[src/rtl/uart_rx_fe_pkg.sv]
// Shared definitions for the uart_rx_fe receiver: parity modes, FSM states and
// an elaboration-time clog2 for sizing counters.
package uart_rx_fe_pkg;

  localparam int unsigned PARITY_NONE = 0;
  localparam int unsigned PARITY_ODD  = 1;
  localparam int unsigned PARITY_EVEN = 2;

  typedef enum logic [2:0] {
    ST_IDLE,
    ST_START,
    ST_DATA,
    ST_PARITY,
    ST_STOP,
    ST_BRK_WAIT
  } rx_state_t;

  function automatic int unsigned clog2(input int unsigned v);
    int unsigned r;
    int unsigned p;
    r = 0;
    p = 1;
    while (p < v) begin
      p = p << 1;
      r++;
    end
    return r;
  endfunction

endpackage

[src/rtl/uart_rx_fe_bit_sampler.sv]
// Line front end: 2-flop synchroniser, start-edge detect, baud counter and
// 3-sample majority vote producing one decision strobe per bit.
module uart_rx_fe_bit_sampler
  import uart_rx_fe_pkg::*;
#(
  parameter int unsigned BAUD_CNT_MAX = 5207
) (
  input  logic clk,
  input  logic reset_n,
  input  logic rx,
  input  logic idle,
  output logic start_edge,
  output logic bit_strobe,
  output logic bit_val,
  output logic rx_sync
);

  localparam int unsigned CW = clog2(BAUD_CNT_MAX);
  localparam int unsigned H  = BAUD_CNT_MAX / 2;

  logic          sync1;
  logic          sync2;
  logic          sync_prev;
  logic [CW-1:0] cnt;
  logic          samp_a;
  logic          samp_b;

  always_ff @(posedge clk) begin
    if (!reset_n) begin
      sync1     <= 1'b1;
      sync2     <= 1'b1;
      sync_prev <= 1'b1;
      cnt       <= '0;
      samp_a    <= 1'b0;
      samp_b    <= 1'b0;
    end else begin
      sync1     <= rx;
      sync2     <= sync1;
      sync_prev <= sync2;
      if (start_edge) begin
        cnt <= '0;
      end else if (!idle) begin
        cnt <= (cnt == CW'(BAUD_CNT_MAX - 1)) ? '0 : cnt + CW'(1);
      end
      if (!idle && cnt == CW'(H - 1)) samp_a <= sync2;
      if (!idle && cnt == CW'(H))     samp_b <= sync2;
    end
  end

  // The third vote is the live synced value at the decision count.
  assign start_edge = idle && sync_prev && !sync2;
  assign bit_strobe = !idle && (cnt == CW'(H + 1));
  assign bit_val    = (samp_a & samp_b) | (samp_a & sync2) | (samp_b & sync2);
  assign rx_sync    = sync2;

endmodule

[src/rtl/uart_rx_fe.sv]
// UART receiver: frame FSM, parity/stop/break checks and a one-entry holding
// register with valid/ready handshake and overrun pulse.
module uart_rx_fe
  import uart_rx_fe_pkg::*;
#(
  parameter int unsigned BAUD_CNT_MAX = 5207,
  parameter int unsigned DATA_BITS    = 8,
  parameter int unsigned PARITY       = 0,
  parameter int unsigned STOP_BITS    = 1
) (
  input  logic                 clk,
  input  logic                 reset_n,
  input  logic                 rx,
  input  logic                 ready,
  output logic [DATA_BITS-1:0] data,
  output logic                 valid,
  output logic                 parity_err,
  output logic                 frame_err,
  output logic                 break_det,
  output logic                 overrun
);

  localparam int unsigned BCW = clog2(DATA_BITS);

  logic                 start_edge;
  logic                 bit_strobe;
  logic                 bit_val;
  logic                 rx_sync;
  rx_state_t            state;
  logic [BCW-1:0]       bit_cnt;
  logic [DATA_BITS-1:0] shreg;
  logic                 par_bit;
  logic                 par_err_q;
  logic                 ferr_acc;
  logic                 stop0_zero;
  logic                 stop_cnt;
  logic                 done;
  logic                 frame_ferr;
  logic                 frame_brk;

  uart_rx_fe_bit_sampler #(.BAUD_CNT_MAX(BAUD_CNT_MAX)) u_sampler (
    .clk        (clk),
    .reset_n    (reset_n),
    .rx         (rx),
    .idle       (state == ST_IDLE),
    .start_edge (start_edge),
    .bit_strobe (bit_strobe),
    .bit_val    (bit_val),
    .rx_sync    (rx_sync)
  );

  always_comb begin
    done       = (state == ST_STOP) && bit_strobe && (stop_cnt == 1'(STOP_BITS - 1));
    frame_ferr = ferr_acc | !bit_val;
    frame_brk  = (shreg == '0) && ((PARITY == PARITY_NONE) || !par_bit) &&
                 ((stop_cnt == 1'b0) ? !bit_val : stop0_zero);
  end

  always_ff @(posedge clk) begin
    if (!reset_n) begin
      state      <= ST_IDLE;
      bit_cnt    <= '0;
      shreg      <= '0;
      par_bit    <= 1'b0;
      par_err_q  <= 1'b0;
      ferr_acc   <= 1'b0;
      stop0_zero <= 1'b0;
      stop_cnt   <= 1'b0;
    end else begin
      case (state)
        ST_IDLE: if (start_edge) begin
          state      <= ST_START;
          bit_cnt    <= '0;
          stop_cnt   <= 1'b0;
          par_bit    <= 1'b0;
          par_err_q  <= 1'b0;
          ferr_acc   <= 1'b0;
          stop0_zero <= 1'b0;
        end
        ST_START: if (bit_strobe) state <= bit_val ? ST_IDLE : ST_DATA;
        ST_DATA: if (bit_strobe) begin
          shreg <= {bit_val, shreg[DATA_BITS-1:1]};
          if (bit_cnt == BCW'(DATA_BITS - 1)) begin
            state <= (PARITY != PARITY_NONE) ? ST_PARITY : ST_STOP;
          end else begin
            bit_cnt <= bit_cnt + BCW'(1);
          end
        end
        ST_PARITY: if (bit_strobe) begin
          par_bit   <= bit_val;
          par_err_q <= (PARITY == PARITY_ODD) ? !(^shreg ^ bit_val) : (^shreg ^ bit_val);
          state     <= ST_STOP;
        end
        ST_STOP: if (bit_strobe) begin
          if (stop_cnt == 1'b0) stop0_zero <= !bit_val;
          ferr_acc <= frame_ferr;
          // Leaving on the strobe lets a new start edge land in the last half stop bit.
          if (done) state <= frame_brk ? ST_BRK_WAIT : ST_IDLE;
          else      stop_cnt <= stop_cnt + 1'b1;
        end
        ST_BRK_WAIT: if (rx_sync) state <= ST_IDLE;
        default: state <= ST_IDLE;
      endcase
    end
  end

  always_ff @(posedge clk) begin
    if (!reset_n) begin
      data       <= '0;
      valid      <= 1'b0;
      parity_err <= 1'b0;
      frame_err  <= 1'b0;
      break_det  <= 1'b0;
      overrun    <= 1'b0;
    end else begin
      overrun <= 1'b0;
      if (valid && ready) valid <= 1'b0;
      if (done) begin
        if (!valid || ready) begin
          valid      <= 1'b1;
          data       <= frame_brk ? '0 : shreg;
          parity_err <= frame_brk ? 1'b0 : par_err_q;
          frame_err  <= frame_brk | frame_ferr;
          break_det  <= frame_brk;
        end else begin
          overrun <= 1'b1;
        end
      end
    end
  end

endmodule

[config.mk]
export PLATFORM = sky130hd
export DESIGN_NAME = uart_rx_fe
export DESIGN_NICKNAME = d
export VERILOG_FILES = /design/src/rtl/uart_rx_fe_pkg.sv /design/src/rtl/uart_rx_fe_bit_sampler.sv /design/src/rtl/uart_rx_fe.sv
export SDC_FILE = /design/constraint.sdc
export NUM_CORES = 1
export LEC_CHECK = 0
export CAP_MARGIN = 25
export CORE_MARGIN = 2
export CORE_UTILIZATION = 50
export CTS_CLUSTER_DIAMETER = 120
export DETAILED_ROUTE_END_ITERATION = 10
export PLACE_DENSITY = 0.7
export SLEW_MARGIN = 20
export SYNTH_ARGS = -nofsm -noshare
export SYNTH_HDL_FRONTEND = slang
export SYNTH_SLANG_ARGS = --single-unit
[constraint.sdc]
create_clock -name clk -period 4.1 [get_ports clk]
set_input_delay 1.025 -clock clk [delete_from_list [all_inputs] [get_ports clk]]
set_output_delay 1.025 -clock clk [all_outputs]
set_load 0.1 [all_outputs]
==> results.py <==
metrics = {
    "min_path": {
        "worstHoldStart": "u_sampler.sync1$_SDFF_PN1_",
        "min_path_cells": 1,
        "hp-class": "reg -> reg",
        "hold_end": "u_sampler.rx_sync$_SDFF_PN1_",
    },
    "setup_path": {
        "crit_chain": "clkdlybuf4s50_1",
        "crit_slowest_cell": "clkdlybuf4s50_1",
        "rr_worst_depth": 5,
        "r2r_end": "data[0]$_SDFFE_PN0P_",
        "crit_fanout": 2,
        "startpoint_type": "flop",
        "cp_num_cells": 1,
        "cp_data_required_time_ps": 3070,
        "reg2reg_from": "u_sampler.cnt[5]$_SDFFE_PP0P_",
        "cpPeakStageDelay_ps": 1150,
        "critPathKind": "reg -> out",
        "cp.buffers_inverters": 1,
        "ff2ff_setup_slack_ps": 1280,
        "cp-end-kind": "output pin",
        "crit_family": "buffers and inverters",
        "crit_arrival_ps": 1800,
    },
    "synthesis": {
        "syn_nets": 290,
        "ys.flop_type": "dfxtp_1",
        "ys_types": 42,
        "synth_area_per_cell_um2": 8.45,
        "synth-async-reset-ratio": 0,
        "yosys_warnings": 0,
        "syn-cell-area_mm2": 0.00234,
        "synth_seq_area_share": 0.419,
        "ys_ff_latch": 49,
        "netlist_instances": 277,
        "synth_edf_count": 0,
    },
    "timing": {
        "setup_violations": 0,
        "rsz0062_at_grt": "no",
        "slew_headroom": 0.347,
        "fmax_mhz": 354,
        "maxSlewViolCount": 0,
        "fin_crit_ps": 2830,
        "worst_pin_slew_ps": 977,
        "hold_viol": 0,
        "tns_ps": 0,
        "min_period_over_period": 0.689,
        "fin_worst_skew_ps": 9.43,
        "holdWs_ps": 415,
    },
    "floorplan": {
        "fp.dieW_um": 72.4,
        "rows": 24,
        "core_mm2": 0.00444,
        "die_area_mm2": 0.00525,
        "ios": 17,
        "start_util": 0.527,
        "die_h_um": 72.4,
    },
    "clock_tree": {
        "cts_root_buf": "clkbuf_8",
        "h-tree-depth": 2,
        "clk_pin_slew_worst_paths_ps": 80,
        "holdBufCountCts": 0,
        "cts_made_buffers": 5,
        "cts_setup_buffers": 0,
        "cts_resized": 0,
        "clkLatencyLatePin_ps": 300,
        "cts_tree": "built",
        "clockBufferDepth": 2,
        "clkSinkCount": 49,
    },
    "place": {
        "port_buffers": 16,
        "dp.cells": 333,
        "gp_congestion": 0.825,
        "post-dp-hpwl_um": 3100,
    },
    "global_routing": {
        "grt_pass1_vias": 1655,
        "overflow": 0,
        "antenna_found_initial": 0,
        "grtUsageTotal": 0.181,
        "grt_max_degree": 27,
        "grt_pass1_wl_um": 7470,
    },
    "detailed_routing": {
        "vias_per_cell": 5.45,
        "drc_errors": 0,
        "avgRoutedWirePerCell_um": 13.0,
        "vias": 1858,
        "drt-total-wl_um": 4420,
        "drtIter0Drc": 83,
        "antenna_left": 0,
        "dr.pass1.iters": 4,
    },
    "final_layout": {
        "drive_gt1_frac": 0.0484,
        "layout.cells.non_filler": 341,
        "fin_nets": 301,
        "n_fill_cell": 416,
        "antenna_cells": 0,
        "area_growth_pct": 12.0,
    },
    "run": {
        "drv_cap": 0,
    },
    "pwr": {
        "p_leak_nw": 0.928,
        "ir_drop_uv": 236,
        "pwr_density_cell_mw_per_mm2": 389,
    },
    "status": {
        "status": "completed",
    },
}
==> how the worst max path moves through the flow <==
stage	to	startpoint	slack, ps
floorplan	data[2]$_SDFFE_PN0P_	u_sampler.cnt[5]$_SDFFE_PP0P_	1510
global placement	data[0]$_SDFFE_PN0P_	reset_n	1250
detailed placement	parity_err$_SDFFE_PN0P_	reset_n	1200
CTS	valid	valid$_SDFF_PN0_	1260
global route	data[0]$_SDFFE_PN0P_	u_sampler.cnt[5]$_SDFFE_PP0P_	1170
finish	valid	valid$_SDFF_PN0_	1270
==> placed cells by master, fill, tap and decap left out, types with 6 or more instances in the layout <==
master and n:
nand3_1 10, ha_1 9, clkbuf_8 6, a21oi_1 19, xnor2_1 13, dfxtp_1 49
inv_1 15, or3b_1 6, clkdlybuf4s50_1 16, nand2_1 25, nand4_1 7, nor3_1 13
mux2i_1 7, nor2_1 37
==> layout make-up <==
| cell class | count | area [µm²] | share of cell area |
|---|---|---|---|
| Clock buffer | 7 | 86.3 | 0.0329 |
| Sequential cell | 49 | 981 | 0.374 |
| Tap cell | 52 | 65.1 | 0.0248 |
| Multi-Input combinational cell | 200 | 1240 | 0.473 |
| Timing Repair Buffer | 16 | 160 | 0.0611 |
| Inverter | 16 | 60.1 | 0.0229 |
| Clock inverter | 1 | 30.0 | 0.0115 |
==> cell usage after synthesis, types with 3 or more instances <==
cell type | n | area [µm²]
nand3_1 | 10 | 50.1
nor3_1 | 13 | 65.1
clkbuf_1 | 10 | 37.5
o21ai_0 | 4 | 20.0
nand4_1 | 7 | 43.8
nor2_1 | 37 | 139
nand2b_1 | 4 | 25.0
a21o_1 | 3 | 22.5
dfxtp_1 | 49 | 981
nor2b_1 | 4 | 25.0
nor4_1 | 4 | 25.0
xnor2_1 | 13 | 114
inv_1 | 15 | 56.3
and2_1 | 3 | 18.8
and3_1 | 3 | 18.8
nand4b_1 | 3 | 26.3
ha_1 | 9 | 113
or3b_1 | 6 | 52.6
mux2i_1 | 7 | 70.1
nand2_1 | 25 | 93.8
a21oi_1 | 19 | 95.1
==> logic make-up (layout without fill, tap and decap cells) <==
family | after synthesis | after routing | share of synthesized area
AO/OA/AOI/OAI | 35 | 35 | 0.0893
XOR/XNOR | 15 | 15 | 0.0561
adder cells (fa/ha/maj) | 10 | 10 | 0.0524
buffers and inverters | 28 | 40 | 0.0513
flip-flops | 49 | 49 | 0.419
multiplexers | 7 | 7 | 0.0299
AND/OR/NAND/NOR | 133 | 133 | 0.302
==> registers in the layout, summed over array words and instances (netlist names) <==
signal / flops
stop0_zero: 1
u_sampler.rx_sync: 1
ferr_acc: 1
u_sampler.sync_prev: 1
data: 8
parity_err: 1
bit_cnt: 3
u_sampler.samp_b: 1
break_det: 1
shreg: 8
state: 3
u_sampler.cnt: 13
u_sampler.sync1: 1
valid: 1
par_err_q: 1
overrun: 1
frame_err: 1
u_sampler.samp_a: 1
stop_cnt: 1
==> metal layers <==
metal / global-route usage / up-vias / wire length (µm)
met2: 0.266 / 33 / 1830
met4: 0.0658 / 0 / 75
met5: 0 / - / 0
met1: 0.260 / 847 / 2370
met3: 0.0389 / 7 / 141
li1: - / 971 / -
==> through the flow <==
| step | total power, W | instance area, µm² | utilization | setup slack [ps] |
|---|---|---|---|---|
| after floorplan | 0.000649 | 2340 | - | 1510 |
| after detailed placement | 0.000679 | 2510 | 0.564 | 1200 |
| after global placement | 0.000677 | 2510 | 0.564 | 1250 |
| final | 0.00102 | 2620 | 0.590 | 1270 |
| after global routing | 0.00107 | 2620 | 0.590 | 1170 |
| after CTS | 0.00103 | 2620 | 0.590 | 1260 |
==> report_power, final <==
part / internal, W / total, W / switching [W]
Clock: 0.000199 / 0.000350 / 0.000152
Sequential: 0.000491 / 0.000519 / 0.0000280
Combinational: 0.0000545 / 0.000152 / 0.0000973
No activity file was read; power rests on OpenSTA's default activity.
